$ cat src/rtl/operand_queue.sv
// Operand buffer between the VRF access stage and one VFU consumer: beat-count commands
// gate delivery of buffered words and mark instruction boundaries. Optional fall-through
// path enabled by `define OPERAND_QUEUE_BYPASS_EN.
module operand_queue #(
    parameter int unsigned DataWidth = 64,
    parameter int unsigned Depth     = 4,
    parameter int unsigned CntWidth  = 8,
    parameter int unsigned CmdDepth  = 2
) (
    input  logic                 clk_i,
    input  logic                 rst_ni,
    input  logic                 cmd_valid_i,
    output logic                 cmd_ready_o,
    input  logic [CntWidth-1:0]  cmd_cnt_i,
    input  logic                 op_valid_i,
    output logic                 op_ready_o,
    input  logic [DataWidth-1:0] operand_i,
    output logic                 vfu_valid_o,
    input  logic                 vfu_ready_i,
    output logic [DataWidth-1:0] vfu_operand_o,
    output logic                 vfu_last_o,
    output logic                 idle_o
);

    localparam int unsigned DAW = $clog2(Depth);
    localparam int unsigned CPW = $clog2(CmdDepth) + 1;
    localparam int unsigned CAW = (CmdDepth > 1) ? $clog2(CmdDepth) : 1;
    localparam logic [DAW:0]   DFull = (DAW+1)'(Depth);
    localparam logic [CPW-1:0] CFull = CPW'(CmdDepth);

    typedef enum logic {IDLE, ACTIVE} state_e;

    state_e                state_q, state_d;
    logic [CntWidth-1:0]   rem_q, rem_d;

    logic [DataWidth-1:0]  data_mem [Depth];
    logic [DAW:0]          d_wr_ptr, d_rd_ptr;
    logic                  d_empty, d_full, d_push, d_pop;

    logic [CntWidth-1:0]   cmd_mem [CmdDepth];
    logic [CPW-1:0]        c_wr_ptr, c_rd_ptr;
    logic [CAW-1:0]        c_wr_idx, c_rd_idx;
    logic                  c_empty, c_full, c_push, c_pop;

    logic                  byp, vfu_hs;

    // Pointers carry one extra wrap bit, so the difference distinguishes full from empty.
    assign d_empty = (d_wr_ptr == d_rd_ptr);
    assign d_full  = ((d_wr_ptr - d_rd_ptr) == DFull);
    assign c_empty = (c_wr_ptr == c_rd_ptr);
    assign c_full  = ((c_wr_ptr - c_rd_ptr) == CFull);

    generate
        if (CmdDepth > 1) begin : g_cidx
            assign c_wr_idx = c_wr_ptr[CAW-1:0];
            assign c_rd_idx = c_rd_ptr[CAW-1:0];
        end else begin : g_cidx1
            assign c_wr_idx = '0;
            assign c_rd_idx = '0;
        end
    endgenerate

    assign cmd_ready_o = !c_full;
    // Zero-beat commands are acknowledged but never occupy a slot.
    assign c_push      = cmd_valid_i && !c_full && (cmd_cnt_i != '0);

`ifdef OPERAND_QUEUE_BYPASS_EN
    assign byp        = (state_q == ACTIVE) && d_empty && op_valid_i;
    assign op_ready_o = !d_full || vfu_hs;
`else
    assign byp        = 1'b0;
    assign op_ready_o = !d_full;
`endif

    assign vfu_valid_o   = (state_q == ACTIVE) && (!d_empty || byp);
    assign vfu_operand_o = !vfu_valid_o ? '0 :
                           byp          ? operand_i : data_mem[d_rd_ptr[DAW-1:0]];
    assign vfu_last_o    = vfu_valid_o && (rem_q == CntWidth'(1));
    assign vfu_hs        = vfu_valid_o && vfu_ready_i;
    assign d_pop         = vfu_hs && !d_empty;
    // A bypassed word that the VFU takes right away is never written.
    assign d_push        = op_valid_i && op_ready_o && !(byp && vfu_ready_i);

    assign idle_o = (state_q == IDLE) && c_empty && d_empty;

    always_comb begin
        state_d = state_q;
        rem_d   = rem_q;
        c_pop   = 1'b0;
        case (state_q)
            IDLE: begin
                if (!c_empty) begin
                    c_pop   = 1'b1;
                    rem_d   = cmd_mem[c_rd_idx];
                    state_d = ACTIVE;
                end
            end
            ACTIVE: begin
                if (vfu_hs) begin
                    if (rem_q == CntWidth'(1)) begin
                        if (!c_empty) begin
                            c_pop = 1'b1;
                            rem_d = cmd_mem[c_rd_idx];
                        end else begin
                            rem_d   = '0;
                            state_d = IDLE;
                        end
                    end else if (rem_q != '0) begin
                        rem_d = rem_q - CntWidth'(1);
                    end
                end
            end
            default: state_d = IDLE;
        endcase
    end

    always_ff @(posedge clk_i or negedge rst_ni) begin
        if (!rst_ni) begin
            state_q  <= IDLE;
            rem_q    <= '0;
            d_wr_ptr <= '0;
            d_rd_ptr <= '0;
            c_wr_ptr <= '0;
            c_rd_ptr <= '0;
        end else begin
            state_q <= state_d;
            rem_q   <= rem_d;
            if (d_push) d_wr_ptr <= d_wr_ptr + 1'b1;
            if (d_pop)  d_rd_ptr <= d_rd_ptr + 1'b1;
            if (c_push) c_wr_ptr <= c_wr_ptr + 1'b1;
            if (c_pop)  c_rd_ptr <= c_rd_ptr + 1'b1;
        end
    end

    always_ff @(posedge clk_i) begin
        if (d_push) data_mem[d_wr_ptr[DAW-1:0]] <= operand_i;
        if (c_push) cmd_mem[c_wr_idx] <= cmd_cnt_i;
    end

endmodule

$ cat config.mk
export PLATFORM = sky130hd
export DESIGN_NAME = operand_queue
export DESIGN_NICKNAME = d
export VERILOG_FILES = /design/src/rtl/operand_queue.sv
export SDC_FILE = /design/constraint.sdc
export NUM_CORES = 1
export LEC_CHECK = 0
export ABC_AREA = 0
export CAP_MARGIN = 20
export CORE_MARGIN = 3
export CORE_UTILIZATION = 55
export CTS_CLUSTER_DIAMETER = 60
export DETAILED_ROUTE_END_ITERATION = 6
export GPL_ROUTABILITY_DRIVEN = 0
export PLACE_DENSITY = 0.79
export SETUP_SLACK_MARGIN = 0.15
export SYNTH_ARGS = -nofsm -noshare
export SYNTH_HDL_FRONTEND = slang
export SYNTH_SLANG_ARGS = --single-unit
export TNS_END_PERCENT = 30
$ cat constraint.sdc
create_clock -name clk_i -period 7.6 [get_ports clk_i]
set_input_delay 1.52 -clock clk_i [delete_from_list [all_inputs] [get_ports clk_i]]
set_output_delay 1.52 -clock clk_i [all_outputs]
set_load 0.02 [all_outputs]
==> impl_results.md <==
* Top cell type's share of synthesized area at 70.10%
* Most frequent cell after synthesis: edfxtp_1
* Worst-case setup slack after placement at 2.283 ns
* Cell repeated most along the worst path: and2_1
* Maximum fanout encountered on the critical timing path at 66
* Final Cell Area at 14270 µm²
* Critical Setup Path Class: reg2out
* Total global routing track utilization at 20.36%
* Post-CTS repair timing setup buffer count at 0
* Min-Delay Path Class: reg2reg
* RSZ-0062 raised after global routing: false
* CTS tree: done
* Portion of netlist area occupied by mux cells at 13.17%
* Skew final at 0.007567 ns
* Cell depth of the worst setup path at 7
* Die footprint at 22970 µm²
* Count of unique library cells instantiated by Yosys at 50
* Leading register cell type out of synthesis: edfxtp_1
* Mean cell area of the mapped netlist at 19.71 µm²
* Highest cell delay on the worst timing path at 1.07 ns
* Cell area after placement at 13380 µm²
* Pwr dens at 435.4 nW/µm²
* Level count of the clock H-tree at 1
* Worst setup SP type: register
* Ports placed on the boundary at 146
* Share of synthesized cell area in full adder, half adder and majority cells at 1.074%
* Row count at 52
* Filler cells at 1285
* Post-route non-filler standard cell count at 1031
* Final Max Tran Viols at 0
* Hold-fix buffers at CTS at 0
* Die W at 151.5 µm
* Number of sinks driven by the clock tree at 291
* Sequential Area at 8651 µm²
* Synth Area in Simple Gates at 6.239%
* Worst hold path depth at 1
* Cell leakage power at 4.613 nW
* PnR Total Power at 6.212 mW
* XOR/XNOR share of the synthesized area at 0.9665%
* Post-Syn Nets at 678
* Cell at the slowest stage of the critical path: dfrtp_4
* Input/output buffers at 145
* Via count at 6058
* Fraction of final layout cells with drive strength greater than 1 at 16.43%
* Min cycle time layout at 5.821 ns
* Core Util, Final at 69.61%
* Height of the die at 151.5 µm
* Number of synthesized flops with an enable pin at 272
* Combined area of the multi-input logic cells at 2879 µm²
* Effective utilization at floorplan at 56.85%
* Initial antenna violation count at 2
* Grt ovf at 0
* Diode insertion count for antenna repair at 0
* #FFs+latches synth at 291
* Compound-Gate Fraction of Synth Area at 3.007%
* Max transition margin at 32.28%
* Worst supply voltage drop on vdd at 0.0002908 V
* Hold Vio Cnt, Final at 0
* Flop-to-flop setup slack at 4.02 ns
* Cells after Synth at 591
* Inserted Clock Buffers at 29
* Maximum operating frequency at 171.8 MHz
* Async SR Flop Fraction at 6.529%
* Worst r2r dst: data_mem[0][8]
* Wirelength, routed at 22.93 mm
* Endpoint required time on the critical path at 6.08 ns
* Detailed-router iteration count before antenna repair at 5
* Post-CTS resize count at 0
* Clock network latency to the later pin of the worst-skew pair at 0.54 ns
* Critical path, cell by cell: inv_1 -> ha_1 -> and2_1 -> a21oi_4 -> buf_4 -> and2_1 -> clkdlybuf4s50_1
* Warnings from Yosys at 0
* Final TNS setup at 0 ns
* Combinational family with the most area after synthesis: multiplexers
* Final setup violation count at 0
* Hold WS at 0.4960 ns
* Floorplan Core Area at 20490 µm²
* Avg WL per Cell at 22.24 µm
* Length in cells of the worst reg-to-reg path at 5
* Endpoint with the worst hold slack: c_rd_ptr[1]
* Sequential area share after synthesis at 74.18%
* Post-DR vias/cell at 5.876
* Post-synthesis to final-layout area growth at 22.44%
* Combined area of all synthesized cells at 11650 µm²
* Critical Path AT at 4.30 ns
* Cell at the root of the clock tree: clkbuf_16
* Largest cells by area after synthesis: edfxtp_1 (70%), mux4_2 (12%), dfrtp_1 (4.1%)
* Hold Path Origin: c_rd_ptr[1]
* Worst Path Buf+Inv at 3
* Crit. End Element: primary output
* Starting DRT DRC Count at 446
* Yosys top cell by area: edfxtp_1
* Clock Path Buffers at 3
* Largest net degree at the start of global routing at 67
* PnR worst setup slack at 1.779 ns
* Clock-pin slew reported for the worst setup and hold paths after clock tree synthesis at 0.06 ns
* Wire length of the first global-routing pass at 35.95 mm
* Outcome: finished, final reports clean
* Post-DP HPWL at 13.73 mm
* CP top delay family: buffers and inverters
* Top cell types by occurrence after synthesis: edfxtp_1 (272), and2_1 (70), mux4_2 (64), clkbuf_1 (19), dfrtp_1 (19)
* Slew at the pin closest to its max-slew limit at 1.016 ns
* Max-cap violation count at 0
* Number of remaining DRC errors at 0
* NumNets Final at 827
* Reg2Reg Launch Point: d_rd_ptr[1]
* Ratio of final minimum period to clock period at 76.59%
* Placed insts at 979
* Via count of the first global-routing pass at 6453
* Remaining number of nets flagged by the antenna check after routing at 0
==> report_power, final <==
part           total (mW)  switching [mW]  internal [mW]
combinational        2.51            1.28           1.23
clock                1.33           0.569          0.765
sequential           2.37           0.214           2.16
total                6.21            2.06           4.15
==> flip-flops by register name, indices dropped and copies added, names as in the netlist <==
name / cells
c_wr_ptr: 2
state_q: 1
cmd_mem: 16
data_mem: 256
rem_q: 8
d_rd_ptr: 3
d_wr_ptr: 3
c_rd_ptr: 2
==> worst reg2reg max path, stage by stage (launching register included) <==
cell and delay [ns]:
dfrtp_4 1.07, inv_1 0.17, ha_1 0.31, and2_1 0.27, a21boi_1 0.43, and2_4 0.87
==> cell type report <==
cell class                 instances  area share [%]
sequential                       291           60.64
multi-input combinational        261           20.18
tap                              270           2.368
inverter                           9          0.2368
clock inverter                    19           1.052
timing repair buffer             148           10.33
clock buffer                      33           5.192
==> how the worst max path moves through the flow <==
stage	from	end	slack [ns]
detailed placement	d_rd_ptr[1]	vfu_operand_o[54]	2.28
global placement	d_rd_ptr[1]	vfu_operand_o[54]	2.39
global route	d_rd_ptr[1]	vfu_operand_o[58]	1.57
finish	d_rd_ptr[1]	vfu_operand_o[58]	1.78
CTS	d_rd_ptr[1]	vfu_operand_o[58]	1.72
floorplan	d_rd_ptr[1]	data_mem[3][0]	2.28
==> metal layers <==
layer | vias to the layer above | track usage (%) | wire [µm]
li1 | 2681 | - | -
met1 | 3061 | 28.22 | 8941
met2 | 267 | 32.92 | 11430
met3 | 45 | 4.908 | 1990
met4 | 4 | 5.795 | 537
met5 | - | 0 | 27
==> cells by family (layout without fill, tap and decap cells) <==
logic type | count (synthesis) | in the layout
xor+xnor | 12 | 12
compound gates | 46 | 46
mux | 73 | 73
simple gates | 120 | 120
fa+ha+maj | 10 | 10
buf+inv | 39 | 209
flops | 291 | 291
==> cells in the final DEF, fill, tap and decap left out, drive strengths merged, types with 3 or more instances in the layout <==
cell,instances
a211oi,5
a21oi,7
buf,3
ha,10
nand2,8
nor4,4
clkinv,15
dfrtp,19
clkdlybuf4s50,145
o21ai,5
edfxtp,272
a2111oi,10
and2,70
nor3,7
mux2i,7
nand3,4
o211ai,8
xnor2,10
clkbuf,33
mux4,64
nor2,11
inv,10
a31oi,3
(Power assumes the default switching activity.)
